==> src/rtl/rtr_route_sched_if.sv <==
// Request/grant bundle between route filters, the per-port switch scheduler and the crossbar.
interface rtr_route_sched_if #(
  parameter int unsigned num_vcs              = 4,
  parameter int unsigned num_ports            = 5,
  parameter int unsigned num_resource_classes = 2
);
  logic [0:num_vcs-1]                      req_vc;
  logic [0:num_vcs-1]                      req_head;
  logic [0:num_vcs-1]                      req_tail;
  logic [0:num_vcs*num_ports-1]            route_op;
  logic [0:num_vcs*num_resource_classes-1] route_orc;
  logic [0:num_vcs*2-1]                    filter_errors;
  logic [0:num_ports-1]                    xbar_ready;
  logic                                    gnt_valid;
  logic [0:num_vcs-1]                      gnt_vc;
  logic [0:num_ports-1]                    gnt_op;
  logic [0:num_resource_classes-1]         gnt_orc;
  logic                                    locked;
  logic [0:1]                              error_sticky;

  modport master (
    output req_vc, req_head, req_tail, route_op, route_orc, filter_errors, xbar_ready,
    input  gnt_valid, gnt_vc, gnt_op, gnt_orc, locked, error_sticky
  );

  modport slave (
    input  req_vc, req_head, req_tail, route_op, route_orc, filter_errors, xbar_ready,
    output gnt_valid, gnt_vc, gnt_op, gnt_orc, locked, error_sticky
  );
endinterface

==> src/rtl/rtr_route_sched.sv <==
// Per-input-port switch scheduler: round-robin VC pick, packet lock until tail.
// Optional sticky filter-error latch enabled by RTR_ROUTE_SCHED_ERRORS_EN.
module rtr_route_sched #(
  parameter int unsigned num_vcs              = 4,
  parameter int unsigned num_ports            = 5,
  parameter int unsigned num_resource_classes = 2
) (
  input logic              clk,
  input logic              reset,
  rtr_route_sched_if.slave bus
);
  localparam int unsigned vc_w  = (num_vcs > 1) ? $clog2(num_vcs) : 1;
  localparam int unsigned op_w  = (num_ports > 1) ? $clog2(num_ports) : 1;
  localparam int unsigned orc_w = (num_resource_classes > 1) ? $clog2(num_resource_classes) : 1;

  typedef enum logic [0:0] {StIdle, StLocked} state_e;

  state_e            state_q;
  logic [vc_w-1:0]   ptr_q;
  logic [vc_w-1:0]   sv_q;
  logic [op_w-1:0]   sop_q;
  logic [orc_w-1:0]  sorc_q;
  logic              gnt_valid_q;
  logic [0:num_vcs-1]              gnt_vc_q;
  logic [0:num_ports-1]            gnt_op_q;
  logic [0:num_resource_classes-1] gnt_orc_q;
  logic              locked_q;

  logic [op_w-1:0]   cand_op  [num_vcs];
  logic [orc_w-1:0]  cand_orc [num_vcs];
  logic [0:num_vcs-1] eligible;
  logic              any_op, any_orc;

  logic              pick_valid, pick_tail;
  logic [vc_w-1:0]   pick_vc, ptr_next;
  logic [op_w-1:0]   pick_op;
  logic [orc_w-1:0]  pick_orc;
  logic [0:num_vcs-1]              vc_oh;
  logic [0:num_ports-1]            op_oh;
  logic [0:num_resource_classes-1] orc_oh;
  int                idx;

  // Candidate port/class per VC is the lowest set bit of its filtered mask.
  always_comb begin
    any_op  = 1'b0;
    any_orc = 1'b0;
    for (int v = 0; v < int'(num_vcs); v++) begin
      cand_op[v]  = '0;
      cand_orc[v] = '0;
      any_op      = 1'b0;
      any_orc     = 1'b0;
      for (int p = int'(num_ports) - 1; p >= 0; p--) begin
        if (bus.route_op[v*int'(num_ports)+p]) begin
          cand_op[v] = op_w'(p);
          any_op     = 1'b1;
        end
      end
      for (int c = int'(num_resource_classes) - 1; c >= 0; c--) begin
        if (bus.route_orc[v*int'(num_resource_classes)+c]) begin
          cand_orc[v] = orc_w'(c);
          any_orc     = 1'b1;
        end
      end
      eligible[v] = bus.req_vc[v] & bus.req_head[v] & any_op & any_orc &
                    bus.xbar_ready[cand_op[v]];
    end
  end

  always_comb begin
    pick_valid = 1'b0;
    pick_tail  = 1'b0;
    pick_vc    = '0;
    pick_op    = '0;
    pick_orc   = '0;
    idx        = 0;
    if (state_q == StIdle) begin
      // Scan farthest-first so the VC nearest the pointer wins.
      for (int i = int'(num_vcs) - 1; i >= 0; i--) begin
        idx = (int'(ptr_q) + i) % int'(num_vcs);
        if (eligible[idx]) begin
          pick_valid = 1'b1;
          pick_vc    = vc_w'(idx);
          pick_op    = cand_op[idx];
          pick_orc   = cand_orc[idx];
          pick_tail  = bus.req_tail[idx];
        end
      end
    end else begin
      pick_valid = bus.req_vc[sv_q] & bus.xbar_ready[sop_q];
      pick_tail  = bus.req_tail[sv_q];
      pick_vc    = sv_q;
      pick_op    = sop_q;
      pick_orc   = sorc_q;
    end
    ptr_next         = vc_w'((int'(pick_vc) + 1) % int'(num_vcs));
    vc_oh            = '0;
    vc_oh[pick_vc]   = 1'b1;
    op_oh            = '0;
    op_oh[pick_op]   = 1'b1;
    orc_oh           = '0;
    orc_oh[pick_orc] = 1'b1;
  end

  always_ff @(posedge clk) begin
    if (reset) begin
      state_q     <= StIdle;
      ptr_q       <= '0;
      sv_q        <= '0;
      sop_q       <= '0;
      sorc_q      <= '0;
      gnt_valid_q <= 1'b0;
      gnt_vc_q    <= '0;
      gnt_op_q    <= '0;
      gnt_orc_q   <= '0;
      locked_q    <= 1'b0;
    end else begin
      gnt_valid_q <= pick_valid;
      if (pick_valid) begin
        gnt_vc_q  <= vc_oh;
        gnt_op_q  <= op_oh;
        gnt_orc_q <= orc_oh;
      end
      case (state_q)
        StIdle: begin
          if (pick_valid) begin
            sv_q   <= pick_vc;
            sop_q  <= pick_op;
            sorc_q <= pick_orc;
            ptr_q  <= ptr_next;
            if (!pick_tail) begin
              state_q  <= StLocked;
              locked_q <= 1'b1;
            end
          end
        end
        StLocked: begin
          if (pick_valid && pick_tail) begin
            state_q  <= StIdle;
            locked_q <= 1'b0;
          end
        end
        default: state_q <= StIdle;
      endcase
    end
  end

  assign bus.gnt_valid = gnt_valid_q;
  assign bus.gnt_vc    = gnt_vc_q;
  assign bus.gnt_op    = gnt_op_q;
  assign bus.gnt_orc   = gnt_orc_q;
  assign bus.locked    = locked_q;

`ifdef RTR_ROUTE_SCHED_ERRORS_EN
  logic [0:1] err_q;
  logic [0:1] err_set;

  always_comb begin
    err_set = '0;
    for (int v = 0; v < int'(num_vcs); v++) begin
      err_set[0] = err_set[0] | (bus.req_vc[v] & bus.filter_errors[2*v]);
      err_set[1] = err_set[1] | (bus.req_vc[v] & bus.filter_errors[2*v+1]);
    end
  end

  always_ff @(posedge clk) begin
    if (reset) begin
      err_q <= '0;
    end else begin
      err_q <= err_q | err_set;
`ifndef SYNTHESIS
      if ((err_q == 2'b00) && (err_set != 2'b00)) begin
        $display("ERROR: route scheduler latched filter error in module %m.");
      end
`endif
    end
  end

  assign bus.error_sticky = err_q;
`else
  logic unused_filter_errors;
  assign unused_filter_errors = ^bus.filter_errors;
  assign bus.error_sticky     = '0;
`endif
endmodule

==> src/flat_wrapper.sv <==
// flat-port wrapper written by rule: the top's interface ports become plain ports
module rtr_route_sched_flat 
#(
  parameter int unsigned num_vcs              = 4,
  parameter int unsigned num_ports            = 5,
  parameter int unsigned num_resource_classes = 2
)
  (clk, reset, bus_req_vc, bus_req_head, bus_req_tail, bus_route_op, bus_route_orc, bus_filter_errors, bus_xbar_ready, bus_gnt_valid, bus_gnt_vc, bus_gnt_op, bus_gnt_orc, bus_locked, bus_error_sticky);
  rtr_route_sched_if #(.num_vcs(num_vcs), .num_ports(num_ports), .num_resource_classes(num_resource_classes)) bus_i ();
  input logic clk;
  input logic reset;
  input wire logic [$bits(bus_i.req_vc)-1:0] bus_req_vc;
  input wire logic [$bits(bus_i.req_head)-1:0] bus_req_head;
  input wire logic [$bits(bus_i.req_tail)-1:0] bus_req_tail;
  input wire logic [$bits(bus_i.route_op)-1:0] bus_route_op;
  input wire logic [$bits(bus_i.route_orc)-1:0] bus_route_orc;
  input wire logic [$bits(bus_i.filter_errors)-1:0] bus_filter_errors;
  input wire logic [$bits(bus_i.xbar_ready)-1:0] bus_xbar_ready;
  output wire logic [$bits(bus_i.gnt_valid)-1:0] bus_gnt_valid;
  output wire logic [$bits(bus_i.gnt_vc)-1:0] bus_gnt_vc;
  output wire logic [$bits(bus_i.gnt_op)-1:0] bus_gnt_op;
  output wire logic [$bits(bus_i.gnt_orc)-1:0] bus_gnt_orc;
  output wire logic [$bits(bus_i.locked)-1:0] bus_locked;
  output wire logic [$bits(bus_i.error_sticky)-1:0] bus_error_sticky;
  assign bus_i.req_vc = bus_req_vc;
  assign bus_i.req_head = bus_req_head;
  assign bus_i.req_tail = bus_req_tail;
  assign bus_i.route_op = bus_route_op;
  assign bus_i.route_orc = bus_route_orc;
  assign bus_i.filter_errors = bus_filter_errors;
  assign bus_i.xbar_ready = bus_xbar_ready;
  assign bus_gnt_valid = bus_i.gnt_valid;
  assign bus_gnt_vc = bus_i.gnt_vc;
  assign bus_gnt_op = bus_i.gnt_op;
  assign bus_gnt_orc = bus_i.gnt_orc;
  assign bus_locked = bus_i.locked;
  assign bus_error_sticky = bus_i.error_sticky;
  rtr_route_sched #(.num_vcs(num_vcs), .num_ports(num_ports), .num_resource_classes(num_resource_classes)) u_core (.clk(clk), .reset(reset), .bus(bus_i));
endmodule
==> config.mk <==
export PLATFORM = sky130hd
export DESIGN_NAME = rtr_route_sched_flat
export DESIGN_NICKNAME = d
export VERILOG_FILES = /design/src/rtl/rtr_route_sched_if.sv /design/src/rtl/rtr_route_sched.sv /design/src/flat_wrapper.sv
export SDC_FILE = /design/constraint.sdc
export NUM_CORES = 1
export LEC_CHECK = 0
export ABC_AREA = 1
export BUFFER_PORTS_ARGS = -buffer_cell sky130_fd_sc_hd__buf_2
export CORE_UTILIZATION = 49
export CTS_BUF_LIST = sky130_fd_sc_hd__clkbuf_8
export DETAILED_ROUTE_END_ITERATION = 12
export PLACE_DENSITY_LB_ADDON = 0.12
export SLEW_MARGIN = 20
export SYNTH_ARGS = -nofsm -noshare
export SYNTH_HDL_FRONTEND = slang
export SYNTH_SLANG_ARGS = --single-unit
==> constraint.sdc <==
create_clock -name clk -period 2.2 [get_ports clk]
set_input_delay 0.33 -clock clk [delete_from_list [all_inputs] [get_ports clk]]
set_output_delay 0.33 -clock clk [all_outputs]
set_load 0.01 [all_outputs]
Word level (Yosys, flattened, before mapping)
Cells that the tools add are included.

word-level totals
  word-level logic and storage cells = 236
  bits in writable memories = 0
  memories = 0
  register bits after elaboration = 22
  bits in latches = 0
  ROM bits = 0
  output and inout bits = 15

operators by class
  $lt $le $gt $ge = 16
  shifts and indexed selects = 0
  divide/modulo/power cells = 0
  multipliers = 0
  multiplexer cells = 160
  $add $sub $neg = 4
  reductions and logical operators = 9
  equality and inequality tests = 3
  bitwise logic cells = 34

operator list
  operator                                                                              number
  32-bit by 3-bit greater-or-equal comparator with 1-bit output, second input constant  4
  3-bit two-way mux                                                                     33
  32-bit inverter                                                                       3
  1-bit two-way mux                                                                     94
  2-bit inverter with 32-bit output                                                     1
  1-bit binary-select mux with 2-bit select                                             14
  3-bit binary-select mux with 2-bit select                                             4
  4-bit greater-or-equal comparator, second input constant                              6
  3-bit inverter with 4-bit output                                                      6
  1-bit AND                                                                             17
  1-bit binary-select mux with 3-bit select                                             5
  2-bit two-way mux                                                                     5
  3-bit greater-or-equal comparator, second input constant                              2
  2-bit inverter with 3-bit output                                                      2
  2-bit OR reduction                                                                    3
  2-bit by 1-bit adder with 2-bit output, second input constant                         2
  2-bit adder, second input constant                                                    2
  1-bit logical AND                                                                     4
  4-bit by 1-bit less-than comparator with 1-bit output, second input constant          1
  2-bit inequality test, second input constant                                          2
  1-bit one-hot mux with 2 select lines                                                 2
  1-bit AND, first input constant                                                       3
  1-bit demux with 3-bit select                                                         1
  3-bit by 1-bit less-than comparator with 1-bit output, second input constant          1
  other kinds (9)                                                                       9

Longest topological paths before layout
  word-level depth = 23
  mapped depth = 19
  depth with buffers taken out = 19

Worst setup path before layout
No wires, ideal clock.

  kind = input to register
  from = input bus_req_vc[0]
  to = register u_core.ptr_q[1]
  data required time = 2079 ps
  setup time = 121 ps
  slack = 110 ps
  cell stages on the path = 14
  arrival time = 1969 ps
  cells stage by stage = nand2_1 -> a211oi_2 -> nand3_2 -> nand2_2 -> nand2_1 -> nand2_1 -> nor2_4 -> o211ai_1 -> nand2_1 -> nand2_1 -> o21ai_0 -> ha_1 -> o21ai_0 -> a21oi_1

between the ends
  longest elaborated chain between the ends = 13

ends and longest elaborated chain
  what                                                  line                    RTL
  from (decl)                                           flat_wrapper.sv:12      input wire logic [$bits(bus_i.req_vc)-1:0] bus_req_vc;
  1-bit AND * (4 in a row)                              rtr_route_sched.sv:64   eligible[v] = bus.req_vc[v] & bus.req_head[v] & any_op & any_orc &
  1-bit binary-select mux with 2-bit select             rtr_route_sched.sv:80   if (eligible[idx]) begin
  1-bit two-way mux (not written as such) (2 in a row)  rtr_route_sched.sv:80
  2-bit two-way mux (3 in a row)                        rtr_route_sched.sv:80
  2-bit two-way mux *                                   rtr_route_sched.sv:80
  2-bit two-way mux *                                   rtr_route_sched.sv:76   if (state_q == StIdle) begin
  via u_core.pick_vc[0]                                 rtr_route_sched.sv:35   logic [vc_w-1:0] pick_vc, ptr_next;
  2-bit by 1-bit adder with 2-bit output *              rtr_route_sched.sv:95   ptr_next = vc_w'((int'(pick_vc) + 1) % int'(num_vcs));
  via u_core.ptr_next[1]                                rtr_route_sched.sv:35
  to (signal assigned)                                  rtr_route_sched.sv:129  ptr_q <= ptr_next;
  to (decl)                                             rtr_route_sched.sv:19   logic [vc_w-1:0] ptr_q;

Mark *: on every way through the listed nets, which the timed path passes. The rest lies on a longest branch. The select of a mux whose other input is x is not followed.
A chain may end at the register's enable or synchronous reset.

Final worst setup path
  from = input bus_route_op[7]
  to = register u_core.ptr_q[1]

between the ends
  longest elaborated chain between the ends = 17

ends and longest elaborated chain
  what                                                    line                   RTL
  from (decl)                                             flat_wrapper.sv:15     input wire logic [$bits(bus_i.route_op)-1:0] bus_route_op;
  3-bit two-way mux (3 in a row)                          rtr_route_sched.sv:53  if (bus.route_op[v*int'(num_ports)+p]) begin
  3-bit inverter with 4-bit output (not written as such)  rtr_route_sched.sv:65  bus.xbar_ready[cand_op[v]];
  1-bit binary-select mux with 3-bit select               rtr_route_sched.sv:65
  1-bit two-way mux (not written as such) (2 in a row)    rtr_route_sched.sv:65
  1-bit AND *                                             rtr_route_sched.sv:64
  1-bit binary-select mux with 2-bit select               rtr_route_sched.sv:80
  1-bit two-way mux (not written as such) (2 in a row)    rtr_route_sched.sv:80
  2-bit two-way mux (3 in a row)                          rtr_route_sched.sv:80
  2-bit two-way mux *                                     rtr_route_sched.sv:80
  2-bit two-way mux *                                     rtr_route_sched.sv:76
  via u_core.pick_vc[0]                                   rtr_route_sched.sv:35
  2-bit by 1-bit adder with 2-bit output *                rtr_route_sched.sv:95
  via u_core.ptr_next[1]                                  rtr_route_sched.sv:35

Marked as above.

==> run summary <==
Chip height: 71.9 um
Starting Density: 50.6%
Hold Path Class: primary input to flip-flop
Port bufs: 59
Via count: 2994
Period utilization: 92.5%
Ranking of synthesized cells by area: nand2_1 19%, dfxtp_1 18%, o21ai_0 8.8%
Total power divided by cell area: 1250 nW/um2
Initial antenna violation count: 0
TritonCTS Buffers: 3
Detailed Routing Iterations Pass 1: 8
Peak VDD IR: 0.960 mV
CTS tree: done
Placed insts: 582
DR iter-0 viols: 215
Most common cell in the netlist: nand2_1
Layout cells sized above 1: 34.2%
Rows: 25
Largest family of logic cells by synthesized area: simple AND/OR/NAND/NOR gates
FF+latch area: 445 um2
Post-DR wirelength/cell: 12.0 um
Clk_lat worst skew: 0.26 ns
Outcome: finished with violations
XOR/XNOR Fraction of Synth Area: 0.680%
Filler-free cell count of the finished design: 588
Final wirelength: 7070 um
Max Buffers Root-to-Sink: 2
Final Setup Violations: 0
Total GRT Usage: 28.6%
Multiplexer area fraction after synthesis: 1.26%
I/O pin count: 70
Area Growth Syn to Fin: 36.0%
First-pass GRT wire length: 11900 um
Placed wire-length estimate: 5860 um
Post-CTS Hold Buffers: 0
Total power: 4060 uW
Remaining DRCs: 2
Core Area: 4720 um2
Critical register-to-register path startpoint: u_core.ptr_q[0]
Vias in the first global route: 2695
CTS sink cnt: 22
Hold Violations, Final: 0
Largest area contributor in the netlist: nand2_1
Root Buffer: clkbuf_8
Multi-input gate area: 1750 um2
Max-slew violations: 0
Post-synth top area share: 18.8%
Die width: 71.9 um
Post-route clock skew: 0.00274 ns
Most used flip-flop cell after synthesis: dfxtp_1
R2r worst-path depth: 13
Largest net degree at the start of global routing: 17
Post-synthesis sequential area ratio: 18.4%
Via/cell ratio: 5.09
CTS H-tree lvls: 1
Hold Startpoint: reset
PnR worst setup slack: 0.165 ns
Leakage: 0.00166 uW
Worst EP arrival: 2.19 ns
Filler cells: 448
Mapped Area: 2390 um2
Final #Nets: 581
Worst setup EP type: flip-flop
Worst Tran Pin Value: 0.505 ns
Top cells by count, synth: 120 x nand2_1, 52 x nor2_1, 42 x o21ai_0, 33 x nand3_1, 32 x inv_1
Worst-path clk slew: 0.07 ns
Placer Congestion: 0.907
Critical Path RT: 2.35 ns
Worst hold stages: 2
EDFF count, synth: 0
Antenna fix cells: 0
Synthesized flop and latch total: 22
Synth Area per Inst: 5.80 um2
Mapped Cells: 412
GRT overflow: 0
DRT antenna net count: 0
Post-Synth Adder-Cell Area: 2.09%
Startpoint Class: primary input
Pre-CTS setup slack: -0.238 ns
RSZ-0062 raised after global routing: yes
Max cap viols: 0
Netlist cell types: 39
Worst Setup Path Type: primary input to flip-flop
Fmax: 492 MHz
Hold EP: u_core.bus.gnt_op[4]
Final worst path period need: 2.03 ns
Async SR Flop Fraction: 0%
Reg-to-reg setup timing slack: 0.18 ns
Max FO, Critical Path: 4
Violated checks: DRC
Relative slew slack: 66.3%
DIE AREA: 5160 um2
Reg2reg end: u_core.ptr_q[1]
Synth Warn #: 0
Post-Synth Simple-Gate Area: 45.0%
Fin util: 68.8%
Synth Area in Compound Gates: 21.6%
how the worst max path moves through the flow:
stage / startpoint / endpoint
2_1_floorplan: bus_req_vc[0] / u_core.ptr_q[1]
3_3_place_gp: bus_xbar_ready[2] / u_core.ptr_q[1]
3_5_place_dp: bus_xbar_ready[2] / u_core.ptr_q[1]
4_1_cts: u_core.ptr_q[0] / u_core.ptr_q[1]
5_1_grt: bus_route_op[1] / u_core.ptr_q[1]
6_report: bus_route_op[7] / u_core.ptr_q[1]
registers in the layout, indices dropped and copies added (netlist names), named ones only:
register              flops
u_core.bus.locked         1
u_core.bus.gnt_vc         4
u_core.bus.gnt_op         5
u_core.sorc_q             1
u_core.sop_q              3
u_core.sv_q               2
u_core.ptr_q              2
u_core.bus.gnt_valid      1
u_core.bus.gnt_orc        2
power breakdown:
group | internal [uW] | switching [uW]
Sequential | 563 | 113
Combinational | 1280 | 1830
Clock | 159 | 125
through the flow:
stage | setup TNS, ns | hold WS, ns | cell area [um2]
finish | 0 | 0.433 | 3250
global route | -0.0330 | 0.438 | 3250
CTS | 0 | 0.422 | 3170
detailed placement | -0.821 | 0.461 | 3110
global placement | -0.534 | 0.451 | 3110
floorplan | 0 | 0.444 | 2390
final cells by class:
type | instances | area share (%)
tap | 67 | 2.58
timing repair buffer | 122 | 23.7
sequential | 22 | 13.7
multi-input combinational | 335 | 53.9
inverter | 38 | 4.39
clock buffer | 4 | 1.69
cell families (layout without fill, tap and decap cells):
kind of cell             count (synthesis)  in the layout
AO/OA/AOI/OAI                           90             90
adder cells (fa/ha/maj)                  4              4
AND/OR/NAND/NOR                        235            235
XOR/XNOR                                 1              1
multiplexers                             3              3
other                                    1              2
buffers and inverters                   56            164
flip-flops                              22             22
critical path, cell delays in order:
cell and delay [ns]:
buf_2 0.13, nor2_1 0.14, nand2_1 0.08, nand3_1 0.11
nand2_2 0.08, nand3_2 0.08, nand2_2 0.06, buf_4 0.14
nand2_1 0.07, nand2_1 0.08, o21ai_1 0.15, nand2_1 0.10
nand2_1 0.08, o21ai_2 0.08, ha_1 0.30, o21ai_1 0.11
a21oi_1 0.05
layout by cell type (no fill, tap or decap), drive strengths merged:
cell type and count:
nand2 130, buf 121, nor2 55, o21ai 51, inv 38, nand3 38
a21oi 27, dfxtp 22, nor3 5, clkbuf 5, o211ai 4, ha 4
a211oi 4, mux2i 3, nand3b 3, nand4 2, o22ai 2, conb 2
or2 2, xor2 1, o2111ai 1, a32o 1
timing repair:
item / in CTS / in global routing
gates resized for setup: 1 / 24
pin swaps: 0 / 6
setup buffers: 0 / 2
setup endpoints to repair: 2 / 8
endpoints found under the hold margin: 0 / 0
metal layers:
| metal | share of wire [%] | vias to the layer above | wire length [um] | track usage [%] |
|---|---|---|---|---|
| li1 | - | 1569 | - | - |
| met1 | 48 | 1348 | 3410 | 40.3 |
| met2 | 45 | 71 | 3170 | 46.5 |
| met3 | 5.9 | 6 | 420 | 5.34 |
| met4 | 0.98 | 0 | 69 | 3.70 |
| met5 | 0 | - | 0 | 0 |
No activity file was read; power rests on OpenSTA's default activity.
